File: src/rtl/control_unit.sv
// rtl/control_unit.sv - multicycle processor control unit sequencing mv/mvi/add/sub over a shared bus
//
// Purpose:
//   Four-step sequencer (T0..T3) for a small bus-based datapath. T0 fetches
//   the instruction into the instruction register; T1..T3 steer the register
//   file, the A/G accumulator registers and the DIN port onto the shared bus.
//   State advances on the falling edge of CLKb; every output is decoded
//   combinationally from the current state and the registered instruction.
//
// Optional feature:
//   CU_MVNZ_EN - when defined, adds the GNZ input and decodes opcode 0100
//                (mvnz: move Ry to Rx only when G is non-zero). When left
//                undefined, GNZ does not exist and opcode 0100 is a NOP.
//
// Ports:
//   CLKb    in   1   clock, state changes on the falling edge
//   RST     in   1   synchronous active-high reset
//   Run     in   1   start-fetch request, only looked at in T0
//   IR      in   N   registered instruction {opcode[N-1:N-4], Rx[5:3], Ry[2:0]}
//   GNZ     in   1   G is non-zero (CU_MVNZ_EN builds only)
//   IRin    out  1   instruction register load enable
//   Rin     out  8   one-hot register-file write select
//   Rout    out  8   one-hot register-file bus-drive select
//   Ain     out  1   A register load
//   Gin     out  1   G register load
//   Gout    out  1   G drives the bus
//   DINout  out  1   DIN drives the bus
//   AddSub  out  1   ALU operation, 1 = subtract
//   Done    out  1   instruction complete (one cycle per instruction)

module control_unit #(
   parameter int N = 10
) (
   input  logic         CLKb,
   input  logic         RST,
   input  logic         Run,
   input  logic [N-1:0] IR,
`ifdef CU_MVNZ_EN
   input  logic         GNZ,
`endif
   output logic         IRin,
   output logic [7:0]   Rin,
   output logic [7:0]   Rout,
   output logic         Ain,
   output logic         Gin,
   output logic         Gout,
   output logic         DINout,
   output logic         AddSub,
   output logic         Done
);

   typedef enum logic [1:0] {
      T0 = 2'd0,
      T1 = 2'd1,
      T2 = 2'd2,
      T3 = 2'd3
   } state_t;

   localparam logic [3:0] OP_MV   = 4'b0000;
   localparam logic [3:0] OP_MVI  = 4'b0001;
   localparam logic [3:0] OP_ADD  = 4'b0010;
   localparam logic [3:0] OP_SUB  = 4'b0011;
`ifdef CU_MVNZ_EN
   localparam logic [3:0] OP_MVNZ = 4'b0100;
`endif

   state_t      r_state;
   state_t      w_next_state;

   logic [3:0]  w_opcode;
   logic [2:0]  w_rx;
   logic [2:0]  w_ry;
   logic [7:0]  w_rx_oh;
   logic [7:0]  w_ry_oh;
   logic        w_is_alu;

   assign w_opcode = IR[N-1:N-4];
   assign w_rx     = IR[5:3];
   assign w_ry     = IR[2:0];
   assign w_rx_oh  = 8'd1 << w_rx;
   assign w_ry_oh  = 8'd1 << w_ry;
   assign w_is_alu = (w_opcode == OP_ADD) || (w_opcode == OP_SUB);

   // State register: reset is sampled on the same falling edge that
   // advances the sequencer, so an interrupted instruction simply vanishes.
   always_ff @(negedge CLKb) begin
      if (RST) begin
         r_state <= T0;
      end else begin
         r_state <= w_next_state;
      end
   end

   // Next-state decode. Run is only consulted in T0, so a held Run cannot
   // restart an instruction that is already in flight.
   always_comb begin
      w_next_state = T0;
      unique case (r_state)
         T0: w_next_state = Run ? T1 : T0;
         T1: w_next_state = w_is_alu ? T2 : T0;
         T2: w_next_state = T3;
         T3: w_next_state = T0;
         default: w_next_state = T0;
      endcase
   end

   // Output decode. Each step drives at most one bus source (a single Rout
   // bit, Gout or DINout). Reset blanks everything, including the fetch.
   always_comb begin
      IRin   = 1'b0;
      Rin    = 8'd0;
      Rout   = 8'd0;
      Ain    = 1'b0;
      Gin    = 1'b0;
      Gout   = 1'b0;
      DINout = 1'b0;
      AddSub = 1'b0;
      Done   = 1'b0;
      if (!RST) begin
         unique case (r_state)
            T0: begin
               IRin = Run;
            end
            T1: begin
               case (w_opcode)
                  OP_MV: begin
                     Rout = w_ry_oh;
                     Rin  = w_rx_oh;
                     Done = 1'b1;
                  end
                  OP_MVI: begin
                     DINout = 1'b1;
                     Rin    = w_rx_oh;
                     Done   = 1'b1;
                  end
                  OP_ADD, OP_SUB: begin
                     Rout = w_rx_oh;
                     Ain  = 1'b1;
                  end
`ifdef CU_MVNZ_EN
                  OP_MVNZ: begin
                     // Conditional move still completes when skipped.
                     if (GNZ) begin
                        Rout = w_ry_oh;
                        Rin  = w_rx_oh;
                     end
                     Done = 1'b1;
                  end
`endif
                  default: begin
                     Done = 1'b1;
                  end
               endcase
            end
            T2: begin
               Rout   = w_ry_oh;
               Gin    = 1'b1;
               AddSub = (w_opcode == OP_SUB);
            end
            T3: begin
               Gout = 1'b1;
               Rin  = w_rx_oh;
               Done = 1'b1;
            end
            default: begin
               Done = 1'b0;
            end
         endcase
      end
   end

endmodule

File: config.mk
export PLATFORM = sky130hd
export DESIGN_NAME = control_unit
export DESIGN_NICKNAME = d
export VERILOG_FILES = /design/src/rtl/control_unit.sv
export SDC_FILE = /design/constraint.sdc
export NUM_CORES = 1
export LEC_CHECK = 0
export ABC_AREA = 1
export BUFFER_PORTS_ARGS = -buffer_cell sky130_fd_sc_hd__buf_4
export CAP_MARGIN = 10
export CORE_ASPECT_RATIO = 1.25
export CORE_MARGIN = 2
export CORE_UTILIZATION = 30
export DETAILED_ROUTE_END_ITERATION = 12
export PLACE_DENSITY = 0.62
export SYNTH_ARGS = -nofsm -noshare
export SYNTH_HDL_FRONTEND = slang
export SYNTH_SLANG_ARGS = --single-unit
File: constraint.sdc
create_clock -name CLKb -period 3.77 [get_ports CLKb]
set_clock_uncertainty 0.05 [all_clocks]
set_input_delay 0.9425 -clock CLKb [delete_from_list [all_inputs] [get_ports CLKb]]
set_output_delay 0.9425 -clock CLKb [all_outputs]
set_load 0.02 [all_outputs]
==> results.sh <==
export IMPL_drcViolationCount=0
export IMPL_p_int_mw=0.108
export IMPL_chipWidth_um=41.4
export IMPL_grtUsageMet1=0.227
export IMPL_antenna_found_initial=0
export IMPL_die_area_um2=2100
export IMPL_syn_area_um2=526
export IMPL_core_um2=1600
export IMPL_power_share_clock=0.298
export IMPL_stdcell_count=174
export IMPL_ys_seq_area_frac=0.0762
export IMPL_drt_iter0_markers=9
export IMPL_place_hpwl_um=1520
export IMPL_detail_route_first_pass_iterations=4
export IMPL_grt_usage=0.213
export IMPL_arrival_ps=3390
export IMPL_crit_fanout=4
export IMPL_outcome="finished with violations"
export IMPL_hold_class="register to register"
export IMPL_met2_usage=0.414
export IMPL_vdd_ir_drop_max_uv=234
export IMPL_grt_most_used_layer="met2"
export IMPL_setup_slack_ps=-611
export IMPL_synth_avg_cell_area_um2=5.20
export IMPL_endpoint_kind="output port"
export IMPL_p_switching_mw=0.0821
export IMPL_clkSlewWorstSetupHoldPaths_ps=30
export IMPL_cts_buffer_depth=2
export IMPL_drive_above_1_share=0.705
export IMPL_placed_cells=163
export IMPL_synthCells=101
export IMPL_p_comb_frac=0.562
export IMPL_grt_use_met3=0.0396
export IMPL_post_dp_cell_area_um2=1100
export IMPL_syn_nets=118
export IMPL_grt_max_degree=9
export IMPL_antenna_cells=0
export IMPL_routabilityCongestion=0.779
export IMPL_grt_pass1_wl_um=3540
export IMPL_stdcell_area_um2=1370
export IMPL_cts_max_level=1
export IMPL_finalSetupViolCount=23
export IMPL_p_leak_nw=0.555
export IMPL_tightest_slew_ps=332
export IMPL_rows=16
export IMPL_clock_sinks=2
export IMPL_swShare=0.432
export IMPL_rsz0062_at_grt="yes"
export IMPL_cp_start_kind="register"
export IMPL_root_buffer="clkbuf_4"
export IMPL_grt_pass1_vias=859
export IMPL_area_growth_pct=160
export IMPL_cap_viol_max_count=0
export IMPL_cts_tree="built"
export IMPL_final_common_cell="buf_4"
export IMPL_grt_overflow=0
export IMPL_p_seq_frac=0.140
export IMPL_vias_per_cell=4.93
export IMPL_crit_type="register to output port"
export IMPL_crit_required_ps=2780
export IMPL_final_hold_viol_count=0
export IMPL_ys_types=18
export IMPL_vias=858
export IMPL_ys_warn_count=0
export IMPL_relSlewSlack=0.777
export IMPL_drt_total_wl_um=2140
export IMPL_postRouteAntennaNets=0
export IMPL_power_density_nw_per_um2=139
export IMPL_routedWlPerCell_um=12.3
export IMPL_final_cell_mix="buf_4 (27), buf_6 (23), nand2_1 (13)"
export IMPL_start_util=0.328
export IMPL_nets=175
export IMPL_synth_seq_cells=2
export IMPL_violations="negative setup slack"
export IMPL_boundaryPins=36
export IMPL_fp_dieH_um=50.8
export IMPL_clk_insertion_delay_late_ps=280
export IMPL_drv_slew=0
export IMPL_numCtsBuffers=3
export IMPL_port_buffers=35
==> worst max-delay path, cell delays in order, from the launching register on <==
cell and delay, ps:
dfxtp_2 360, inv_4 60, ha_4 190, nand2_4 80, nor2_4 40, nor2_4 160, buf_6 170, nor2_4 50
buf_6 120
==> layout make-up <==
cell class                      instances  area, µm²
Clock buffer                            3       22.5
Clock inverter                          2       7.51
Fill cell                             103        236
Inverter                               20       85.1
Multi-Input combinational cell         78        701
Sequential cell                         2       45.0
Tap cell                               18       22.5
Timing Repair Buffer                   51        482
==> synthesized netlist by cell type <==
cell type,instances,area [µm²]
nor2_1,15,56.3
nor2_4,2,22.5
dfxtp_1,2,40.0
ha_1,4,50.1
inv_1,15,56.3
inv_2,6,22.5
a21oi_1,8,40.0
o22ai_1,1,6.26
nand3_2,1,10.0
nor3_1,14,70.1
nand2_1,22,82.6
nand3_1,4,20.0
nor3_2,2,20.0
nor2_2,1,6.26
o21ai_1,1,5.00
nand2_2,1,6.26
nand4_1,1,6.26
o21ai_0,1,5.00
==> power groups by stage <==
stage / combinational [mW] / sequential [mW] / clock, mW
floorplan: 0.0496 / 0.0261 / 0.00498
global placement: 0.0813 / 0.0264 / 0.00498
detailed placement: 0.0826 / 0.0266 / 0.00498
CTS: 0.0992 / 0.0264 / 0.0598
global route: 0.115 / 0.0269 / 0.0619
finish: 0.107 / 0.0266 / 0.0566
==> stage by stage <==
step	util	TNS [ps]	hold slack [ps]	power, mW	setup WS, ps
final	0.852	-12510	438	0.190	-611
after global routing	0.852	-14060	452	0.204	-679
after CTS	0.819	-12060	441	0.185	-600
after detailed placement	0.684	-5890	456	0.114	-337
after global placement	0.684	-5590	434	0.113	-326
after floorplan	-	-3710	412	0.0807	-272
==> layer usage <==
| metal | up-vias | part of all wire |
|---|---|---|
| li1 | 430 | - |
| met1 | 396 | 0.37 |
| met2 | 30 | 0.58 |
| met3 | 2 | 0.038 |
| met4 | 0 | 0.0070 |
| met5 | - | 0 |
==> worst paths after layout <==
kind                         start        to  slack (ps)  cells after the start
min reg2reg  r_state[0]$_SDFF_NP0_  register         440                      1
max                       register    Rin[6]        -610                      8
min          r_state[0]$_SDFF_NP0_  register         440                      1
max reg2reg               register  register        2510                      6
==> repair_timing <==
action,4_1_cts,5_1_grt
pin swaps,15,3
gates resized for setup,44,4
setup endpoints to repair,23,23
hold buffers,0,0
setup buffers,4,3
==> logic make-up (layout without fill, tap and decap cells) <==
group,after synthesis,count (layout),share of synthesized area
and+or+nand+nor,63,63,0.571
buffers and inverters,21,76,0.150
AOI/OAI and AO/OA,11,11,0.107
adders and majority gates,4,4,0.0952
DFF,2,2,0.0762
(Power assumes the default switching activity.)
